`src/rtl/timer_pkg.sv`:
```
// Timer shared definitions: register map,
// control/status bit positions, FSM states.
package timer_pkg;

  localparam logic [4:0] REG_CTRL    = 5'd0;
  localparam logic [4:0] REG_PRESC   = 5'd1;
  localparam logic [4:0] REG_COMPARE = 5'd2;
  localparam logic [4:0] REG_COUNT   = 5'd3;
  localparam logic [4:0] REG_STATUS  = 5'd4;
  localparam logic [4:0] REG_CAPTURE = 5'd5;

  localparam int CTRL_EN  = 0;
  localparam int CTRL_AR  = 1;
  localparam int CTRL_IE  = 2;

  localparam int ST_MATCH = 0;
  localparam int ST_CAP   = 1;

  typedef enum logic [1:0] {
    S_IDLE = 2'd0,
    S_RUN  = 2'd1,
    S_DONE = 2'd2
  } state_t;

endpackage

```
`src/rtl/timer_prescaler.sv`:
```
// Timer prescaler: counts 0..limit and pulses
// tick for one cycle when it reaches limit.
module timer_prescaler #(
  parameter int W = 16
) (
  input  logic         clk,
  input  logic         reset,
  input  logic         en,
  input  logic         clr,
  input  logic [W-1:0] limit,
  output logic         tick
);

  logic [W-1:0] cnt;

  assign tick = en && !clr && (cnt == limit);

  // Free-running divider, restarted by clear, idle or tick.
  always_ff @(posedge clk or negedge reset) begin
    if (!reset) begin
      cnt <= '0;
    end else if (clr || !en || tick) begin
      cnt <= '0;
    end else begin
      cnt <= cnt + 1'b1;
    end
  end

endmodule

```
`src/rtl/timer_top.sv`:
```
// Prescaled compare timer with slot register interface.
// Optional input capture block enabled by TIMER_CAPTURE_EN.
module timer_top
  import timer_pkg::*;
#(
  parameter int PRESCALE_W = 16
) (
  input  logic        clk,
  input  logic        reset,
  input  logic        cs,
  input  logic        read,
  input  logic        write,
  input  logic [4:0]  addr,
  input  logic [31:0] wr_data,
  output logic [31:0] rd_data,
  input  logic        capture_in,
  output logic        irq
);

  state_t state, state_d;

  logic                  ctrl_ar;
  logic                  ctrl_ie;
  logic [PRESCALE_W-1:0] prescale;
  logic [31:0]           compare;
  logic [31:0]           count;
  logic [1:0]            status;
  logic [31:0]           capture;
  logic                  cap_edge;

  logic wr;
  logic wr_ctrl, wr_presc, wr_cmp;
  logic wr_cnt, wr_stat;
  logic tick;
  logic match_hit;
  logic [1:0] st_set, st_clr;
  logic [31:0] rd_mux;

  assign wr       = cs && write;
  assign wr_ctrl  = wr && (addr == REG_CTRL);
  assign wr_presc = wr && (addr == REG_PRESC);
  assign wr_cmp   = wr && (addr == REG_COMPARE);
  assign wr_cnt   = wr && (addr == REG_COUNT);
  assign wr_stat  = wr && (addr == REG_STATUS);

  timer_prescaler #(
    .W(PRESCALE_W)
  ) u_presc (
    .clk   (clk),
    .reset (reset),
    .en    (state == S_RUN),
    .clr   (wr_ctrl || wr_presc),
    .limit (prescale),
    .tick  (tick)
  );

  assign match_hit = tick && (count == compare);

  // FSM state register.
  always_ff @(posedge clk or negedge reset) begin
    if (!reset) begin
      state <= S_IDLE;
    end else begin
      state <= state_d;
    end
  end

  // FSM next state: CTRL writes dominate, match ends one-shot runs.
  always_comb begin
    state_d = state;
    unique case (state)
      S_IDLE: begin
        if (wr_ctrl && wr_data[CTRL_EN]) state_d = S_RUN;
      end
      S_RUN: begin
        if (wr_ctrl) begin
          state_d = wr_data[CTRL_EN] ? S_RUN : S_IDLE;
        end else if (match_hit && !ctrl_ar) begin
          state_d = S_DONE;
        end
      end
      S_DONE: begin
        if (wr_ctrl) begin
          state_d = wr_data[CTRL_EN] ? S_RUN : S_IDLE;
        end
      end
      default: state_d = S_IDLE;
    endcase
  end

  // Configuration registers written from the slot.
  always_ff @(posedge clk or negedge reset) begin
    if (!reset) begin
      ctrl_ar  <= 1'b0;
      ctrl_ie  <= 1'b0;
      prescale <= '0;
      compare  <= '0;
    end else begin
      if (wr_ctrl) begin
        ctrl_ar <= wr_data[CTRL_AR];
        ctrl_ie <= wr_data[CTRL_IE];
      end
      if (wr_presc) prescale <= wr_data[PRESCALE_W-1:0];
      if (wr_cmp)   compare  <= wr_data;
    end
  end

  // Main counter: slot write beats a tick in the same cycle.
  always_ff @(posedge clk or negedge reset) begin
    if (!reset) begin
      count <= '0;
    end else if (wr_cnt) begin
      count <= wr_data;
    end else if (tick) begin
      if (match_hit) begin
        if (ctrl_ar) count <= '0;
      end else begin
        count <= count + 32'd1;
      end
    end
  end

  assign st_set = {cap_edge, match_hit};
  assign st_clr = wr_stat ? wr_data[1:0] : 2'b00;

  // Sticky status, write-one-to-clear; hardware set wins.
  always_ff @(posedge clk or negedge reset) begin
    if (!reset) begin
      status <= 2'b00;
    end else begin
      status <= (status & ~st_clr) | st_set;
    end
  end

`ifdef TIMER_CAPTURE_EN
  logic cap_s1, cap_s2, cap_s3;

  assign cap_edge = cap_s2 && !cap_s3;

  // Synchronise capture_in, keep one history flop for edge detect.
  always_ff @(posedge clk or negedge reset) begin
    if (!reset) begin
      cap_s1 <= 1'b0;
      cap_s2 <= 1'b0;
      cap_s3 <= 1'b0;
    end else begin
      cap_s1 <= capture_in;
      cap_s2 <= cap_s1;
      cap_s3 <= cap_s2;
    end
  end

  // Snapshot COUNT on a synchronised rising edge.
  always_ff @(posedge clk or negedge reset) begin
    if (!reset) begin
      capture <= '0;
    end else if (cap_edge) begin
      capture <= count;
    end
  end
`else
  logic unused_capture_in;

  assign unused_capture_in = capture_in;
  assign cap_edge          = 1'b0;
  assign capture           = '0;
`endif

  assign irq = (status[ST_MATCH] || status[ST_CAP]) && ctrl_ie;

  // Read mux, side-effect free.
  always_comb begin
    rd_mux = '0;
    case (addr)
      REG_CTRL: begin
        rd_mux[CTRL_EN] = (state == S_RUN);
        rd_mux[CTRL_AR] = ctrl_ar;
        rd_mux[CTRL_IE] = ctrl_ie;
      end
      REG_PRESC:   rd_mux = 32'(prescale);
      REG_COMPARE: rd_mux = compare;
      REG_COUNT:   rd_mux = count;
      REG_STATUS:  rd_mux[1:0] = status;
      REG_CAPTURE: rd_mux = capture;
      default:     rd_mux = '0;
    endcase
  end

  assign rd_data = (cs && read) ? rd_mux : '0;

endmodule

```
`config.mk`:
```
export PLATFORM = sky130hd
export DESIGN_NAME = timer_top
export DESIGN_NICKNAME = d
export VERILOG_FILES = /design/src/rtl/timer_pkg.sv /design/src/rtl/timer_prescaler.sv /design/src/rtl/timer_top.sv
export SDC_FILE = /design/constraint.sdc
export NUM_CORES = 1
export LEC_CHECK = 0
export BUFFER_PORTS_ARGS = -buffer_cell sky130_fd_sc_hd__buf_2
export CAP_MARGIN = 30
export CELL_PAD_IN_SITES_DETAIL_PLACEMENT = 1
export CELL_PAD_IN_SITES_GLOBAL_PLACEMENT = 2
export CORE_MARGIN = 5
export CORE_UTILIZATION = 37
export CTS_CLUSTER_SIZE = 20
export DETAILED_ROUTE_END_ITERATION = 12
export GPL_TIMING_DRIVEN = 0
export PLACE_DENSITY = 0.84
export SLEW_MARGIN = 20
export SYNTH_ARGS = -nofsm -noshare
export SYNTH_HDL_FRONTEND = slang
export SYNTH_SLANG_ARGS = --single-unit
```
`constraint.sdc`:
```
create_clock -name clk -period 3.3 [get_ports clk]
set_input_delay 0.33 -clock clk [delete_from_list [all_inputs] [get_ports clk]]
set_output_delay 0.33 -clock clk [all_outputs]
set_load 0.01 [all_outputs]
```
==> out/results.ini <==
[hold_path]
hp-class=input port to register

[synthesis]
syn_area_um2=6270
yosysSeqAreaShare_pct=40.7
yosysMostFrequentCell=dfrtp_1
ys_seq_elements=102
synthTopCellsByArea=dfrtp_1 41%, mux2_2 11%, xor2_1 8.0%, nor2_1 4.1%, nand3_1 3.4%
synth_cell_types=59
synth_cells=651
async_flop_share_pct=100
yosys_warnings=0
synth_common_cells=102 x dfrtp_1, 69 x nor2_1, 62 x mux2_2
synth_top_cell_area_share_pct=40.7
synth_edf_count=0
synth_nets=696
synthFlopType=dfrtp_1
avgSynthCellArea_um2=9.63
synth_top_area_cell=dfrtp_1

[cts]
clockBufferDepth=2
postCtsSetupBuffers=0
clk_pin_slew_ns=0.08
root_buffer=clkbuf_16
cts_buffers=9
cts_max_level=3
cts_sinks=102
cts_tree=built
clk_latency_ns=0.36

[global_routing]
grt_antenna_before_repair=0
use_met2_pct=37.7
grt_pass1_wl_um=34300
grt_usage_pct=22.3
gr-usage-met1_pct=29.4
busiest_layer=met2
met3_usage_pct=3.51
grt_pass1_vias=6009
grt_max_degree=71
grt_overflow_total=0

[sta]
max_freq_mhz=320
clock_skew_ns=0.0124
tightest_slew_ns=0.923
grt_setup_unrepaired=no
whs_ns=0.201
hold_viol_final=0
min_period_over_period_pct=94.7
fin_setup_tns_ns=0
layout_setup_ws_ns=0.176
drv_slew=0
setup-violations-final=0
fin_crit_ns=3.12
relSlewSlack_pct=38.5

[die]
num_rows=47
dieArea_um2=19700
die_h_um=140
start_util_pct=37.8
die_x_um=140
io-pin-count=76
core_area_um2=16600

[power]
irDropWorstVdd_v=0.000243
pwr-share-seq_pct=45.3
leakagePower_nw=3.31
pwr-share-clk_pct=35.6
p_sw_share_pct=30.2
power_frac_comb_pct=19.1
power_density_nw_per_um2=470
p_int_mw=2.40
power_switching_mw=1.04

[finish]
antenna_cells=0
fillers=1932
drive_above_1_share_pct=24.9
fin_util_pct=44.0
fin_nets=783
area_delta_synth_final_pct=16.4
final_cells=963

[job]
max_cap_violations=0

[placed_design]
place_congestion=0.887
hpwl_um=16200
numPortBuffers=73
dp_slack_ns=0.0320
dpl.cell_count=945

[critical_path]
cp_top_family=simple AND/OR/NAND/NOR gates
cp.required_ns=3.53
critical-path-slowest-cell=nor4_1
cpPeakStageDelay_ns=0.57
path_cells=xor2_1 -> nor4_1 -> nand4_1 -> nor2_2 -> buf_2 -> clkbuf_1 -> nand3_1 -> mux2i_1 -> a211oi_1
path_class=register to register
worst_ep_arrival_time_ns=3.35
crit_buf_inv=2
crit_path_start_kind=register
path_max_fanout=10
end_kind=register

[routing]
route.detailed.drc=0
drtIter0Drc=341
viasPerCell=5.66
vias=5451
wire_per_inst_um=22.3
drtAntennaViolNets=0
wl_um=21500
dr.pass1.iters=5

[run_status]
status=completed

-- power by group through the flow --
stage               combinational, mW  clock, mW  sequential [mW]
global route                    0.717       1.30             1.57
floorplan                       0.424          0             1.52
finish                          0.657       1.22             1.55
global placement                0.625          0             1.56
detailed placement              0.650          0             1.57
CTS                             0.658       1.24             1.55
-- worst min-delay path, cell delays in order --
cell and delay [ns]:
buf_2 0.09, nand2_1 0.04, nand3_1 0.06
-- through the flow --
step	area, um2	total power [mW]
2_1_floorplan	6270	1.94
3_3_place_gp	6910	2.19
3_5_place_dp	6950	2.22
4_1_cts	7300	3.45
5_1_grt	7300	3.59
6_report	7300	3.43
-- timing repair --
item,CTS,global route
endpoints found under the setup margin,1,0
hold buffers,1,0
endpoints found under the hold margin,32,0
gates resized for setup,1,0
-- final timing paths --
check                                 start     endpoint  slack [ns]  cells after the start
worst max-delay path               count[9]     state[0]        0.18                      9
worst min-delay path            wr_data[22]    count[22]        0.20                      3
worst max register to register     count[9]     state[0]        0.18                      9
worst min register to register     state[1]     state[0]        0.51                      1
max in group asynchronous             reset   compare[9]        2.18                      3
min in group asynchronous             reset  compare[26]        0.43                      2
-- layout by cell type, fill, tap and decap left out, types with 3 or more instances in the layout --
cell type  count
nand4_1       10
nand3_1       42
xor2_1        57
mux2_2        62
a21oi_1       15
nor4_2         3
and2_1         9
clkbuf_1      17
buf_6          5
buf_2         84
a211o_1        4
nor4_1        12
and4_1         6
nand2_1       53
dfrtp_1      102
xnor2_1        5
mux4_2         3
o211ai_1       6
clkbuf_16      9
and3_1        11
nor2_1        69
or3_1          5
a22oi_1       20
inv_1          7
o21ai_1        4
clkbuf_8       6
nor3_1        19
o21ai_0       19
mux2i_1       18
buf_1          7
o311ai_1       5
or4_1          4
-- logic make-up (layout without fill, tap and decap cells) --
logic type | count (synthesis) | count (layout) | synth area share, %
AOI/OAI and AO/OA | 91 | 91 | 9.75
xor gates and xnor gates | 62 | 62 | 8.66
adders and majority gates | 2 | 2 | 0.399
buffers and inverters | 50 | 142 | 4.27
DFF | 102 | 102 | 40.7
muxes | 83 | 83 | 15.1
and+or+nand+nor | 261 | 261 | 21.1
-- area by class of cell --
| type | count | area (um2) | share of cell area, % |
|---|---|---|---|
| clock buffers | 13 | 270 | 3.70 |
| repair buffers | 76 | 414 | 5.67 |
| flip-flops and latches | 102 | 2550 | 35.0 |
| plain buffers | 43 | 241 | 3.31 |
| multi-input cells | 499 | 3460 | 47.3 |
| well taps | 220 | 275 | 3.77 |
| clock inverters | 3 | 65.1 | 0.891 |
| inverters | 7 | 26.3 | 0.360 |
-- flip-flops by register name (all words and copies together), names as in the netlist --
register / count
ctrl_ar: 1
ctrl_ie: 1
compare: 32
count: 32
u_presc.cnt: 16
prescale: 16
state: 2
status: 2
-- routing by layer --
metal | wire [um] | up-vias
met2 | 10500 | 161
met5 | 0 | -
met4 | 529 | 0
met1 | 9510 | 2733
met3 | 1020 | 35
li1 | - | 2522
Power figures use the tool's default switching activity.
